### src/rtl/jedro_1_dram_arbiter.sv
// Round-robin arbiter that shares the single-port data RAM between the core
// load/store port (0) and a loader/debug port (1), with a response timeout.
module jedro_1_dram_arbiter #(
  parameter int ADDR_WIDTH     = 32,
  parameter int DATA_WIDTH     = 32,
  parameter int TIMEOUT_CYCLES = 16
) (
  input  logic                    clk_i,
  input  logic                    rst_i,
  input  logic                    s0_stb,
  input  logic [DATA_WIDTH/8-1:0] s0_we,
  input  logic [ADDR_WIDTH-1:0]   s0_addr,
  input  logic [DATA_WIDTH-1:0]   s0_wdata,
  output logic [DATA_WIDTH-1:0]   s0_rdata,
  output logic                    s0_ack,
  output logic                    s0_err,
  input  logic                    s1_stb,
  input  logic [DATA_WIDTH/8-1:0] s1_we,
  input  logic [ADDR_WIDTH-1:0]   s1_addr,
  input  logic [DATA_WIDTH-1:0]   s1_wdata,
  output logic [DATA_WIDTH-1:0]   s1_rdata,
  output logic                    s1_ack,
  output logic                    s1_err,
  output logic                    m_stb,
  output logic [DATA_WIDTH/8-1:0] m_we,
  output logic [ADDR_WIDTH-1:0]   m_addr,
  output logic [DATA_WIDTH-1:0]   m_wdata,
  input  logic [DATA_WIDTH-1:0]   m_rdata,
  input  logic                    m_ack,
  input  logic                    m_err,
  output logic                    busy_o,
  output logic                    gnt_o
);

  localparam int WE_W = DATA_WIDTH / 8;
  localparam int CNT_W = (TIMEOUT_CYCLES > 1) ? $clog2(TIMEOUT_CYCLES) : 1;
  localparam bit TIMEOUT_EN = (TIMEOUT_CYCLES != 0);
  localparam logic [CNT_W-1:0] CNT_LAST =
    CNT_W'((TIMEOUT_CYCLES > 0) ? TIMEOUT_CYCLES - 1 : 0);

  typedef enum logic [1:0] {
    ST_IDLE  = 2'd0,
    ST_ISSUE = 2'd1,
    ST_WAIT  = 2'd2,
    ST_DONE  = 2'd3
  } state_t;

  state_t           state_r;
  logic [CNT_W-1:0] cnt_r;
  logic             last_grant_r;
  logic             pick_s;
  logic             timeout_s;
  logic             done_s;
  logic             done_err_s;

  // Round-robin choice: a tie goes to the port that was not granted last.
  always_comb begin
    pick_s = 1'b0;
    if (s0_stb && s1_stb) begin
      pick_s = ~last_grant_r;
    end else if (s1_stb) begin
      pick_s = 1'b1;
    end else begin
      pick_s = 1'b0;
    end
  end

  // Timeout fires on the last allowed wait cycle without a response.
  always_comb begin
    timeout_s = 1'b0;
    if (TIMEOUT_EN) begin
      timeout_s = (cnt_r == CNT_LAST);
    end else begin
      timeout_s = 1'b0;
    end
  end

  // Completion decode; m_err beats m_ack, and only ISSUE/WAIT listen to the memory.
  always_comb begin
    done_s     = 1'b0;
    done_err_s = 1'b0;
    case (state_r)
      ST_ISSUE: begin
        done_s     = m_ack | m_err;
        done_err_s = m_err;
      end
      ST_WAIT: begin
        done_s     = m_ack | m_err | timeout_s;
        done_err_s = m_err | ~m_ack;
      end
      default: begin
        done_s     = 1'b0;
        done_err_s = 1'b0;
      end
    endcase
  end

  // Arbiter FSM with all outputs registered.
  always_ff @(posedge clk_i) begin
    if (rst_i) begin
      state_r      <= ST_IDLE;
      cnt_r        <= '0;
      last_grant_r <= 1'b1;
      gnt_o        <= 1'b0;
      busy_o       <= 1'b0;
      m_stb        <= 1'b0;
      m_we         <= '0;
      m_addr       <= '0;
      m_wdata      <= '0;
      s0_rdata     <= '0;
      s0_ack       <= 1'b0;
      s0_err       <= 1'b0;
      s1_rdata     <= '0;
      s1_ack       <= 1'b0;
      s1_err       <= 1'b0;
    end else begin
      s0_ack <= 1'b0;
      s0_err <= 1'b0;
      s1_ack <= 1'b0;
      s1_err <= 1'b0;
      case (state_r)
        ST_IDLE: begin
          if (s0_stb || s1_stb) begin
            state_r      <= ST_ISSUE;
            gnt_o        <= pick_s;
            last_grant_r <= pick_s;
            busy_o       <= 1'b1;
            m_stb        <= 1'b1;
            cnt_r        <= '0;
            m_we         <= pick_s ? s1_we    : s0_we;
            m_addr       <= pick_s ? s1_addr  : s0_addr;
            m_wdata      <= pick_s ? s1_wdata : s0_wdata;
          end else begin
            busy_o <= 1'b0;
          end
        end
        ST_ISSUE: begin
          m_stb   <= 1'b0;
          cnt_r   <= '0;
          state_r <= ST_WAIT;
        end
        ST_WAIT: begin
          cnt_r <= cnt_r + CNT_W'(1);
        end
        ST_DONE: begin
          state_r <= ST_IDLE;
          busy_o  <= 1'b0;
        end
        default: begin
          state_r <= ST_IDLE;
          busy_o  <= 1'b0;
        end
      endcase
      // A completion overrides the per-state next state and routes the response.
      if (done_s) begin
        state_r <= ST_DONE;
        if (gnt_o) begin
          s1_ack <= ~done_err_s;
          s1_err <= done_err_s;
          if (!done_err_s) begin
            s1_rdata <= m_rdata;
          end
        end else begin
          s0_ack <= ~done_err_s;
          s0_err <= done_err_s;
          if (!done_err_s) begin
            s0_rdata <= m_rdata;
          end
        end
      end
    end
  end

  logic [WE_W-1:0] unused_we_s;
  assign unused_we_s = '0;

endmodule

### config.mk
export PLATFORM = sky130hd
export DESIGN_NAME = jedro_1_dram_arbiter
export DESIGN_NICKNAME = d
export VERILOG_FILES = /design/src/rtl/jedro_1_dram_arbiter.sv
export SDC_FILE = /design/constraint.sdc
export NUM_CORES = 1
export LEC_CHECK = 0
export CAP_MARGIN = 20
export CORE_MARGIN = 5
export CORE_UTILIZATION = 44
export CTS_CLUSTER_SIZE = 20
export DETAILED_ROUTE_END_ITERATION = 10
export GPL_TIMING_DRIVEN = 0
export PLACE_DENSITY = 0.87
export SYNTH_ARGS = -nofsm -noshare
export SYNTH_HDL_FRONTEND = slang
export SYNTH_SLANG_ARGS = --single-unit
export TNS_END_PERCENT = 10
### constraint.sdc
create_clock -name clk_i -period 3.1 [get_ports clk_i]
set_input_delay 0.465 -clock clk_i [delete_from_list [all_inputs] [get_ports clk_i]]
set_output_delay 0.465 -clock clk_i [all_outputs]
set_load 0.05 [all_outputs]
==> summary.md, run 1 <==
| Metric | Value |
|---|---|
| Status | `complete, no violations` |
| Reg clk slew, reported paths | `60 ps` |
| Simple logic cell fraction of the synthesized area | `0.162` |
| Post-Route WL | `22000 µm` |
| Hold buffer count at CTS | `0` |
| Max-Cap Viols | `0` |
| Final setup skew | `11.7 ps` |
| Slew headroom | `0.580` |
| Critical Path Start Type | `flip-flop` |
| Worst-margin pin slew | `629 ps` |
| Worst-Skew Late Latency | `420 ps` |
| Endpoint class of the critical path | `output pin` |
| DIE AREA | `0.0169 mm²` |
| # resized after CTS | `0` |
| Fin crit share | `0.706` |
| Instance area after placement | `0.00966 mm²` |
| CTS Root Cell | `clkbuf_16` |
| DPL Wire Length | `16900 µm` |
| First-pass GRT wire length | `32700 µm` |
| Tmin final | `2190 ps` |
| PortBufs | `311` |
| Critical path arrival | `1720 ps` |
| Worst setup margin | `912 ps` |
| Area leader, netlist | `dfxtp_1` |
| First-pass DRT Iterations | `5` |
| Post-Syn Nets | `800` |
| Starting Density | `0.452` |
| Post-synthesis adder-cell area fraction | `0.00989` |
| Initial DRC count | `167` |
| GRT Util Overall | `0.255` |
| Post-synth EDFFs | `0` |
| Ys Warns | `0` |
| Core Rows | `43` |
| Type of the most critical hold path | `reg -> reg` |
| DRC viols | `0` |
| Num ports | `313` |
| Post-synthesis mux area share | `0.209` |
| RSZ-0062 raised after global routing | `false` |
| Placeable Area | `0.0140 mm²` |
| Vias in the first global route | `6087` |
| P&R area growth vs syn | `62.8%` |
| FF/Latch Area | `0.00292 mm²` |
| Worst Path Buf+Inv | `1` |
| Pin count of the biggest net entering global routing | `17` |
| Clk sinks | `146` |
| H-Tree Depth | `4` |
| Multi-input logic area | `0.00307 mm²` |
| Initial antenna violation count | `2` |
| Critical path type | `reg -> out` |
| Overflow left after global routing | `0` |
| Post-synthesis xor/xnor area fraction | `0` |
| Compound-Gate Fraction of Synth Area | `0.104` |
| Die Height | `130 µm` |
| Synth Cell Area | `0.00632 mm²` |
| Post-route antenna net violation count | `0` |
| Static leakage | `4.24 nW` |
| Slew Viols, Final | `0` |
| Delay-heaviest family, CP | `buffers and inverters` |
| Final nets | `1130` |
| Final hold vios | `0` |
| Post-CTS Setup Inserts | `0` |
| Worst path slowest cell | `clkdlybuf4s50_1` |
| Routed vias | `5809` |
| Maximum fanout along the worst path | `8` |
| CTS tree | `done` |
| Netlist cell types | `35` |
| Number of synthesized register bits | `146` |
| Fin Hold WS | `475 ps` |
| Max Buffers Root-to-Sink | `2` |
| CP cell instances | `clkdlybuf4s50_1` |
| Post-synthesis sequential area ratio | `0.462` |
| Max Clock Freq | `457 MHz` |
| Vias per inst | `5.06` |
| Maximum VDD drop | `0.634 mV` |
| Final setup viols | `0` |
| Avg Inst Size Synth | `10.2 µm²` |
| Design area | `0.0103 mm²` |
| Number of CTS-inserted buffers | `17` |
| Post-DR wirelength/cell | `19.1 µm` |
| Ys flop type | `dfxtp_1` |
| Placer Congestion | `0.877` |
| Async S/R FF share, synth | `0` |
| Largest family of logic cells by synthesized area | `multiplexers` |
| Die Span X | `130 µm` |
| Dpl ws | `730 ps` |
| CP max stage delay | `860 ps` |
| Pwr Density | `876 mW/mm²` |
| TNS Setup | `0 ps` |
| WP data required | `2630 ps` |
| Fillers | `1017` |
| Share of cells above drive strength 1 | `0.0540` |
| Ranking of synthesized cells by area | `dfxtp_1 46%, mux2i_1 21%, nand2b_1 9.7%, a211oi_1 8.1%, nor2_1 4.7%` |
| Top-area cell type share of the netlist area | `0.462` |
| Post-synthesis cell count | `621` |
-- layer usage --
| layer | wire length [µm] | track usage | share of wire |
|---|---|---|---|
| met2 | 10900 | 0.444 | 0.50 |
| met5 | 0 | 0 | 0 |
| met4 | 649 | 0.112 | 0.030 |
| met1 | 8220 | 0.271 | 0.37 |
| met3 | 2140 | 0.108 | 0.098 |
-- cells in the final DEF (no fill, tap or decap), types with 3 or more instances in the layout --
master           count
a211oi_1            68
a21oi_1              6
a31oi_1              3
buf_6                3
nor2_1              79
buf_2                7
nand2b_1            98
inv_1                3
o21ai_0              6
buf_12               6
bufinv_16            4
clkbuf_16           17
diode_2              5
dfxtp_1            146
ha_1                 5
mux2i_1            132
clkbuf_1            35
clkdlybuf4s50_1    311
-- report_power, final --
part / switching [mW] / leakage (nW) / internal (mW)
Sequential: 0.253 / 1.20 / 2.33
Clock: 0.773 / 0.300 / 1.38
Combinational: 2.76 / 2.74 / 1.52
Total: 3.78 / 4.24 / 5.24
-- final timing paths --
check | endpoint | cells past startpoint | slack, ps | startpoint
worst max register to register | m_addr[24] | 7 | 1020 | state_r[0]
worst max-delay path | gnt_o | 1 | 910 | gnt_o
worst min register to register | s1_rdata[8] | 2 | 470 | s1_rdata[8]
worst min-delay path | s1_rdata[8] | 2 | 470 | s1_rdata[8]
-- cell families after synthesis --
group / Yosys count
buffers and inverters: 54
adder cells (fa/ha/maj): 5
AO/OA/AOI/OAI: 91
multiplexers: 132
AND/OR/NAND/NOR: 193
flip-flops: 146
-- metrics by stage --
step	cells	util	total power, mW
final	1148	0.736	9.02
after global routing	1145	0.735	9.46
after CTS	1143	0.735	9.08
after detailed placement	1112	0.691	6.87
after global placement	1112	0.691	6.82
after floorplan	621	-	5.38
-- layout make-up --
cell class,count,share of cell area
Multi-Input combinational cell,421,0.298
Clock inverter,9,0.0151
Tap cell,180,0.0219
Buffer,51,0.0315
Inverter,3,0.00109
Timing Repair Buffer,311,0.302
Clock buffer,22,0.0451
Antenna cell,5,0.00122
Sequential cell,146,0.284
-- state kept, by name, summed over array words and instances, names as in the netlist, 2 cells and up --
| signal | count |
|---|---|
| s0_rdata | 32 |
| state_r | 2 |
| m_addr | 32 |
| m_we | 4 |
| m_wdata | 32 |
| s1_rdata | 32 |
| cnt_r | 4 |
-- cells in the mapped netlist (all sizes together), types with 2 or more instances --
cell and n:
dfxtp 146, mux2i 132, nand2b 98, nor2 79
a211oi 68, clkbuf 32, buf 19, o21ai 8
a21oi 6, ha 5, a31oi 3, inv 3
a22oi 2, nand3 2, nor3 2, nor4b 2
(Power assumes the default switching activity.)
==> run 2: changes to the inputs <==
- CORE_UTILIZATION: 44 -> 41
- PLACE_DENSITY: 0.87 -> 0.81
- clock period: 3.1 -> 2.2 ns (I/O delays scaled with it)
==> run 2 against run 1 <==
Net effect:
- routed wire length decreased by 2.7%
- critical endpoint is now s1_rdata[29]
- critical path depth rose by 7
- die area increased by 6.7%
- final cell count up 0.61%
- via count shrank 1.9%
- register-to-register slack got worse by 860 ps
==> summary.md, run 2 (synthesis gave the netlist of run 1 again) <==
| Metric | Value |
|---|---|
| Clk sinks | `146 (unchanged)` |
| Hold buffer count at CTS | `0 (unchanged)` |
| DRC viols | `0 (unchanged)` |
| Initial DRC count | `172 (+3.0%)` |
| Net switching fraction of the power | `0.426 (+0.00626)` |
| Fin crit share | `0.928` |
| Post-DR wirelength/cell | `18.5 µm (-3.3%)` |
| Critical path type | `reg -> reg` |
| Type of the most critical hold path | `in -> reg` |
| Max-Cap Viols | `0 (unchanged)` |
| Tmin final | `2040 ps` |
| Endpoint class of the critical path | `flip-flop` |
| Core Rows | `45 (+4.7%)` |
| Starting Density | `0.418 (-0.0346)` |
| Worst path slowest cell | `or3b_1` |
| Initial antenna violation count | `4 (+2)` |
| RSZ-0062 raised after global routing | `true` |
| NetSw | `5.35 mW (+41%)` |
| Cell-internal power | `7.22 mW (+38%)` |
| Pwr Density | `1220 mW/mm² (+39%)` |
| Number of CTS-inserted buffers | `17 (unchanged)` |
| CP max stage delay | `400 ps (-460 ps)` |
| Final nets | `1130 (unchanged)` |
| Static leakage | `4.23 nW (-0.27%)` |
| Slew headroom | `0.574 (-0.00511)` |
| Max Clock Freq | `490 MHz` |
| P&R area growth vs syn | `62.5%` |
| Post-CTS Setup Inserts | `0 (unchanged)` |
| Share of cells above drive strength 1 | `0.0581 (+0.00409)` |
| Pin count of the biggest net entering global routing | `17 (unchanged)` |
| DIE AREA | `0.0180 mm² (+6.7%)` |
| Post-route antenna net violation count | `0 (unchanged)` |
| CTS Root Cell | `clkbuf_16` |
| Commonest cells after routing, fill and taps aside | `311 x clkdlybuf4s50_1, 146 x dfxtp_1, 132 x mux2i_1` |
| Max Buffers Root-to-Sink | `2 (unchanged)` |
| Die Span X | `134 µm (+3.3%)` |
| Reg clk slew, reported paths | `60 ps (about the same)` |
| Vias in the first global route | `5876 (-3.5%)` |
| DPL Wire Length | `16600 µm (-1.8%)` |
| First-pass GRT wire length | `32200 µm (-1.5%)` |
| Num ports | `313 (unchanged)` |
| Overflow left after global routing | `0 (unchanged)` |
| Worst Path Buf+Inv | `3 (+2)` |
| GRT Util Overall | `0.230 (-0.0251)` |
| Critical Path Start Type | `flip-flop` |
| PortBufs | `311 (unchanged)` |
| Post-Route WL | `21400 µm (-2.7%)` |
| Placer Congestion | `0.818 (-6.7%)` |
| Routed vias | `5696 (-1.9%)` |
| Most common cell after layout, fill and taps aside | `clkdlybuf4s50_1` |
| WP data required | `2500 ps (-130 ps)` |
| CTS tree | `done` |
| Slew Viols, Final | `0 (unchanged)` |
| Fin Hold WS | `425 ps (-49.9 ps)` |
| Placeable Area | `0.0151 mm² (+8.3%)` |
| Maximum VDD drop | `0.719 mV (+13%)` |
| H-Tree Depth | `4 (unchanged)` |
| First-pass DRT Iterations | `4 (-1)` |
| Maximum fanout along the worst path | `10 (+2)` |
| Worst-margin pin slew | `636 ps (+7.64 ps)` |
| Status | `complete, no violations` |
| Clock Power Share | `0.232 (-0.007)` |
| TNS Setup | `0 ps (unchanged)` |
| Final setup viols | `0 (unchanged)` |
| Final hold vios | `0 (unchanged)` |
| Sequential power share | `0.289 (+0.002)` |
| Delay-heaviest family, CP | `simple AND/OR/NAND/NOR gates` |
| Worst-Skew Late Latency | `420 ps (about the same)` |
| CP cell instances | `inv_1 > ha_1 > o21ai_0 > o21ai_2 > or3b_1 > buf_6 > buf_12 > mux2i_1` |
| Vias per inst | `4.93 (-2.5%)` |
| Part of the power in combinational logic | `0.479 (+0.005)` |
| Die Height | `134 µm (+3.3%)` |
| Final setup skew | `7.32 ps (-4.34 ps)` |
| Critical path arrival | `2340 ps (+620 ps)` |
## run 2: per-layer routing
| metal | GRT usage | part of all wire |
|---|---|---|
| met1 | 0.244 | 0.38 |
| met2 | 0.397 | 0.49 |
| met3 | 0.111 | 0.11 |
| met4 | 0.0871 | 0.017 |
| met5 | 0 | 0.00061 |
## run 2: cell type report
type                            instances  area (µm²)
Fill cell                            1241        4870
Timing Repair Buffer                  311        3110
Multi-Input combinational cell        421        3070
Sequential cell                       146        2920
Clock buffer                           19         433
Buffer                                 51         327
Tap cell                              188         235
Clock inverter                         13         163
Inverter                                3        11.3
Antenna cell                            3        7.51
## run 2: worst paths after layout
kind                start      endpoint  slack, ps  depth (start not counted)
max            state_r[0]  s1_rdata[29]        160                          8
min reg2reg  s0_rdata[20]  s0_rdata[20]        470                          2
max reg2reg    state_r[0]  s1_rdata[29]        160                          8
min                 rst_i  s0_rdata[10]        420                          3
## run 2: metrics by stage
step                      total power [mW]  setup slack [ps]  cells  instance area, µm²  utilization
final                                 12.6               159   1155               10300        0.679
after global routing                  13.1             -2.29   1155               10300        0.679
after CTS                             12.6               114   1152               10300        0.678
after detailed placement              9.68             -95.0   1120                9670        0.639
after global placement                9.63             -7.35   1120                9670        0.639
after floorplan                       7.58               354    621                6320            -
## run 2: timing repair
action / 4_1_cts / 5_1_grt
endpoints found under the hold margin: 0 / 0
setup endpoints to repair: 0 / 5
gates resized for setup: 0 / 3
## run 2: power groups by stage
stage / sequential (mW) / combinational (mW) / clock [mW]
after floorplan: 5.75 / 1.83 / 0
after global placement: 3.65 / 5.97 / 0
after detailed placement: 3.67 / 6.01 / 0
after CTS: 3.63 / 6.04 / 2.97
after global routing: 3.72 / 6.33 / 3.08
final: 3.63 / 6.01 / 2.92
## run 2: tightest hold or removal path: cells and delay by family
kind	cells	cell delay (ps)
buf+inv	1	160
mux	1	110
simple gates	1	200
==> run 3: changes to the inputs <==
- CTS_CLUSTER_SIZE: 20 -> not set
==> results of run 3 <==
Same layout as run 2: the final DEF is identical, and so are final timing and power.
